### config.mk
export PLATFORM = sky130hd
export DESIGN_NAME = vector_item_sequencer
export DESIGN_NICKNAME = d
export VERILOG_FILES = /design/src/rtl/vector_item_sequencer.sv
export SDC_FILE = /design/constraint.sdc
export NUM_CORES = 1
export LEC_CHECK = 0
export BUFFER_PORTS_ARGS = -buffer_cell sky130_fd_sc_hd__buf_2
export CORE_MARGIN = 5
export CORE_UTILIZATION = 55
export DETAILED_ROUTE_END_ITERATION = 10
export HOLD_SLACK_MARGIN = 0.15
export PLACE_DENSITY_LB_ADDON = 0.1
export RECOVER_POWER = 25
export SETUP_SLACK_MARGIN = 0.2
export SYNTH_ARGS = -nofsm -noshare
export SYNTH_HDL_FRONTEND = slang
export SYNTH_HIERARCHICAL = 1
export SYNTH_SLANG_ARGS = --single-unit
### constraint.sdc
create_clock -name clk -period 8.25 [get_ports clk]
set_input_delay 0 -clock clk [delete_from_list [all_inputs] [get_ports clk]]
set_output_delay 0 -clock clk [all_outputs]
set_load 0.01 [all_outputs]
### src/rtl/vector_item_sequencer.sv
// rtl/vector_item_sequencer.sv - serial element streamer for packed vector operands
//
// VectorItemExtractor: combinational element select.
//   vec_i   [N-1:0][W-1:0]  source vector
//   addr_i  [AW-1:0]        element address (out-of-range selects 0)
//   item_o  [W-1:0]         selected element
//
// vector_item_sequencer: latches a vector on start and streams its
// elements in index order over a valid/ready handshake.
//   clk, rst            clock, async active-high reset
//   start               begin a sequence (sampled in IDLE only)
//   vector_in, count    operand and element count (0 or >N means N)
//   item_ready          downstream accepts current item
//   item_valid          item/item_index valid
//   item, item_index    current element and its address
//   busy                high in STREAM and DONE
//   done                one-cycle end-of-sequence pulse

module VectorItemExtractor #(
  parameter int N  = 20,
  parameter int W  = 10,
  parameter int AW = 5
) (
  input  logic [N-1:0][W-1:0] vec_i,
  input  logic [AW-1:0]       addr_i,
  output logic [W-1:0]        item_o
);

  always_comb begin
    item_o = '0;
    for (int i = 0; i < N; i++) begin
      if (addr_i == AW'(i)) item_o = vec_i[i];
    end
  end

endmodule

module vector_item_sequencer #(
  parameter int N  = 20,
  parameter int W  = 10,
  parameter int AW = 5
) (
  input  logic                clk,
  input  logic                rst,
  input  logic                start,
  input  logic [N-1:0][W-1:0] vector_in,
  input  logic [AW-1:0]       count,
  input  logic                item_ready,
  output logic                item_valid,
  output logic [W-1:0]        item,
  output logic [AW-1:0]       item_index,
  output logic                busy,
  output logic                done
);

  typedef enum logic [1:0] {
    S_IDLE   = 2'd0,
    S_STREAM = 2'd1,
    S_DONE   = 2'd2
  } state_e;

  localparam logic [AW-1:0] N_CNT = AW'(N);

  state_e               state_q;
  logic [N-1:0][W-1:0]  vec_q;
  logic [AW-1:0]        last_q;
  logic [AW-1:0]        addr_q;

  always_ff @(posedge clk or posedge rst) begin
    if (rst) begin
      state_q <= S_IDLE;
      vec_q   <= '0;
      last_q  <= '0;
      addr_q  <= '0;
    end else begin
      case (state_q)
        S_IDLE: begin
          if (start) begin
            vec_q  <= vector_in;
            // Zero and oversize counts both mean "whole vector".
            if (count == '0 || count > N_CNT) last_q <= N_CNT - AW'(1);
            else                              last_q <= count - AW'(1);
            addr_q  <= '0;
            state_q <= S_STREAM;
          end
        end
        S_STREAM: begin
          if (item_ready) begin
            // Address holds on the final element so it never passes last_q.
            if (addr_q == last_q) state_q <= S_DONE;
            else                  addr_q  <= addr_q + AW'(1);
          end
        end
        S_DONE:  state_q <= S_IDLE;
        default: state_q <= S_IDLE;
      endcase
    end
  end

  // All outputs decode registered state only; no input-to-output paths.
  assign item_valid = (state_q == S_STREAM);
  assign busy       = (state_q == S_STREAM) || (state_q == S_DONE);
  assign done       = (state_q == S_DONE);
  assign item_index = addr_q;

  VectorItemExtractor #(.N(N), .W(W), .AW(AW)) u_extract (
    .vec_i  (vec_q),
    .addr_i (addr_q),
    .item_o (item)
  );

endmodule
## Word level (Yosys, flattened, before mapping)

Index checks and enable logic that the tools add are counted.

- Divide/modulo/power cells: 0
- Bitwise operators: 0
- Muxes and demuxes: 29
- Shift-type cells: 0
- Reduce and logical (&&, ||, !) cells: 9
- Multipliers: 0
- Magnitude comparators: 1
- Equal/unequal tests: 26
- Add/subtract/negate cells: 2

Operators with widths:

| cell | count |
|---|---|
| $mux 10 | 20 |
| $eq 5x4->1 const B | 8 |
| $eq 5x3->1 const B | 4 |
| $eq 5x5->1 const B | 4 |
| $mux 5 | 4 |
| $eq 5x2->1 const B | 2 |
| $logic_not 5->1 | 2 |
| $pmux 5 s2 | 1 |
| $mux 2 | 3 |
| $ne 2x2->1 const B | 3 |
| $add 5x1->5 const B | 1 |
| $eq 5x1->1 const B | 1 |
| $eq 5x5->1 | 1 |
| $gt 5x5->1 const B | 1 |
| $sub 5x1->5 const B | 1 |
| $pmux 2 s2 | 1 |
| $reduce_and 4->1 | 1 |
| $reduce_and 3->1 | 1 |
| $eq 2x1->1 const B | 1 |
| $eq 2x2->1 const B | 1 |
| $logic_not 2->1 | 1 |
| $logic_or 1x1->1 | 2 |
| $ne 2x1->1 const B | 1 |
| $reduce_and 2->1 | 1 |
| $reduce_bool 2->1 | 1 |

- Word-level logic and storage cells: 90
- ROM bits: 0
- Memories: 0
- RAM bits: 0
- Input bits: 209
- Output and inout bits: 18
- Latch bits: 0
- Register bits after elaboration: 212

## Longest topological paths before layout

- Depth after elaboration: 21
- Depth in mapped cells: 9
- Depth with buffers taken out: 7

## Hierarchy

Netlist, hierarchy kept.

By module, submodules not included:

| module | cells an instance | area an instance (um2) | times used | sequential area each (um2) |
|---|---|---|---|---|
| vector_item_sequencer | 511 | 8180.3 | 1 | 5305.1 |
| VectorItemExtractor | 335 | 2369.8 | 1 | 0.0 |

## Worst setup path after synthesis

OpenSTA, ideal clock, no wires.

- Path type: register to output
- From: register addr_q[0] (netlist: item_index[0])
- To: output item[7]
- Arrival: 1.973 ns
- Buffers on the path: 2
- Setup slack: 6.277 ns
- Stages on the path, launching flop included: 7
- Data required time: 8.250 ns
- Cell sequence: dfrtp_1 -> buf_6 -> buf_8 -> mux4_2 -> nand2_1 -> nand2_1 -> or4_1

- Longest elaborated chain between the ends: 21
- Elaborated cells between the ends (all ways): 40
- Those cells by class: 19 x eq/ne; 20 x mux; 1 x reduce/logical

Ends and longest elaborated chain:

| item | RTL line | source |
|---|---|---|
| from (decl) | 67 | `logic [AW-1:0] addr_q;` |
| from (signal assigned) | 91 | `else addr_q <= addr_q + AW'(1);` |
| $logic_not 5->1 | 32 | `if (addr_i == AW'(i)) item_o = vec_i[i];` |
| $mux 10 (19 in series) | 32 |  |
| $mux 10 * | 32 |  |
| to (decl) | 50 | `output logic [W-1:0] item,` |

Every way passes the cells marked *; elsewhere a longest branch is shown, timed or not.

## Worst setup path in the final report

Ends and elaborated chain as after synthesis.

==> qor.yml <==
status:
  outcome: "finished clean"
floorplan:
  dieArea_um2: 22100
  die_x_um: 149
  fp.coreArea_um2: 18800
  io_pins: 227
  row_count: 50
  dieHeight_um: 149
  start_util_pct: 56.2
power:
  fin_total_pwr_mw: 5.01
  p_leak_nw: 6.43
  vdd_drop_max_mv: 0.225
  power_density_nw_per_um2: 342
detailed_routing:
  drt_iter0_drc: 891
  drc: 0
  viasPerCell: 5.88
  dr_total_vias: 8928
  drt_pass1_iterations: 6
  wl_per_cell_um: 22.4
  wl_mm: 34.0
  drt.antenna.violating_nets: 0
worst_setup_path:
  path_class: "register to primary output"
  r2r_setup_slack_ps: 4920
  slowest_stage: "nor2b_1"
  crit_fanout: 68
  end_kind: "primary output"
  slowest_delay_ps: 750
  worst-endpoint-required_ps: 8250
  worstPathArrival_ps: 3800
  path_cells: "buf_4 > nor2b_1 > nand3_1 > o22ai_1 > nor4_1 > or4_1 > buf_2"
  cp-start-kind: "register"
clock_tree:
  clkSinkCount: 212
  clockBufferDepth: 3
  cts_tree: "built"
  root_buffer: "clkbuf_16"
  htreeDepth: 1
  hold_buffers: 213
  cts_buffers: 23
  cts_setup_buffers: 0
  clk_latency_ps: 520
  path_clk_slew_ps: 60
  post_cts_resized: 0
cells_and_area:
  synthToLayoutAreaGrowth_pct: 38.7
  multi_input_area_um2: 4890
  fillers: 1137
  mostFrequentLayoutCells: "225 x buf_2, 213 x dlygate4sd3_1, 211 x mux2_2"
  nets: 1481
  stdcell_count: 1518
  layout_commonest_cell: "buf_2"
  regArea_um2: 5310
  drive_above_1_share_pct: 40.3
  fin_util_pct: 78.0
logic_synthesis:
  synth_warnings: 6
  synth_area_leader_cell: "dfrtp_1"
  async_flop_share_pct: 100
  synth_top_cells_by_area: "dfrtp_1 50%, mux2_2 23%, a21oi_1 1.8%, buf_2 1.4%, o21ai_0 1.3%"
  synth_top_area_share_pct: 50.3
  synth-seq-area-share_pct: 50.3
  synth_edf_count: 0
  syn_area_um2: 10600
  ys_types: 81
  syn_avg_cell_area_um2: 12.5
  syn_inst: 846
  synth_top_flop_cell: "dfrtp_1"
  synth.net_count: 1062
  ys_ff_latch: 212
global_route:
  grt_pass1_vias: 9597
  antenna_found_initial: 2
  grt_pass1_wl_mm: 53.4
  gr-total-overflow: 0
  grt.total_usage_pct: 30.9
  grt_max_degree: 136
timing:
  slew_headroom_pct: 22.2
  max_clock_freq_mhz: 263
  setup_viol: 0
  fin_setup_tns_ps: 0
  worst_slew_pin_slew_ps: 1170
  skew_ps: 5.62
  rsz0062_at_grt: "no"
  period_needed_ps: 3800
  drv_slew: 0
  period_share_pct: 46.1
  hold_viol_final: 0
place:
  gp_congestion: 1.00
  place_hpwl_mm: 20.7
  dp_cells: 1261
  io_buffers: 226
hold_path:
  hp-class: "input port to async pin"
flow_run:
  cap_violations: 0
## logic make-up after synthesis
family / share of synthesized area, %
XOR/XNOR: 0.581
multiplexers: 25.6
adder cells (fa/ha/maj): 0.830
AND/OR/NAND/NOR: 8.36
flip-flops: 50.3
AO/OA/AOI/OAI: 10.9
buffers and inverters: 3.45
## final timing paths
kind / depth (start not counted) / to / start
worst max-delay path: 7 / item[7] / item_index[0]$_DFFE_PP0P_
worst min-delay path: 3 / vec_q[73]$_DFFE_PP0P_ / rst
worst max register to register: 7 / last_q[3]$_DFFE_PP0P_ / state_q[0]$_DFFE_PP0P_
worst min register to register: 1 / vec_q[11]$_DFFE_PP0P_ / vec_q[11]$_DFFE_PP0P_
max in group asynchronous: 4 / vec_q[145]$_DFFE_PP0P_ / rst
min in group clk: 3 / vec_q[33]$_DFFE_PP0P_ / vector_in[33]
## synth_stat cells, drive strengths merged (5+ instances only)
| master | n |
|---|---|
| dfrtp | 212 |
| nor2 | 25 |
| mux2 | 213 |
| ha | 7 |
| o21ai | 27 |
| clkbuf | 7 |
| a2111oi | 5 |
| nand2b | 10 |
| nand3 | 21 |
| a2bb2oi | 6 |
| inv | 16 |
| buf | 46 |
| nor2b | 12 |
| nor3b | 6 |
| a22oi | 7 |
| o211ai | 8 |
| a21oi | 38 |
| mux4 | 7 |
| nand2 | 34 |
| xor2 | 5 |
| o22ai | 8 |
| nor3 | 12 |
| o21a | 6 |
| mux2i | 13 |
| a31oi | 5 |
## per-layer routing
metal,share of wire (%),GRT usage (%),vias to the layer above
met5,0,0,-
met4,4.2,12.4,0
met3,6.9,4.91,96
met2,50,52.5,444
met1,39,39.6,4395
li1,-,-,3993
## power breakdown
group / internal, mW / switching (mW)
combinational: 1.05 / 0.976
clock: 0.590 / 0.426
sequential: 1.57 / 0.385
total: 3.22 / 1.79
## critical path, delay by kind of cell (launching register included)
family	cells	cell delay, ps
AND/OR/NAND/NOR	4	1610
buffers and inverters	2	810
flip-flops	1	560
AO/OA/AOI/OAI	1	260
## layout make-up
cell class	instances	area share (%)
Sequential cell	212	36.3
Tap cell	234	2.00
Clock inverter	11	0.599
Inverter	16	0.462
Antenna cell	2	0.0342
Multi-Input combinational cell	565	33.4
Clock buffer	31	4.48
Timing Repair Buffer	447	22.7
## stage by stage
stage	instance area [um2]	setup WS, ps	hold WS, ps
floorplan	10600	2460	85.7
global placement	11800	5130	207
detailed placement	11800	4990	208
CTS	14600	4430	228
global route	14600	4220	246
finish	14600	4450	231
## flip-flops by register name, indices dropped and copies added (netlist names)
name and flops:
last_q 5, state_q 2, item_index 5, vec_q 200
(Power assumes the default switching activity.)
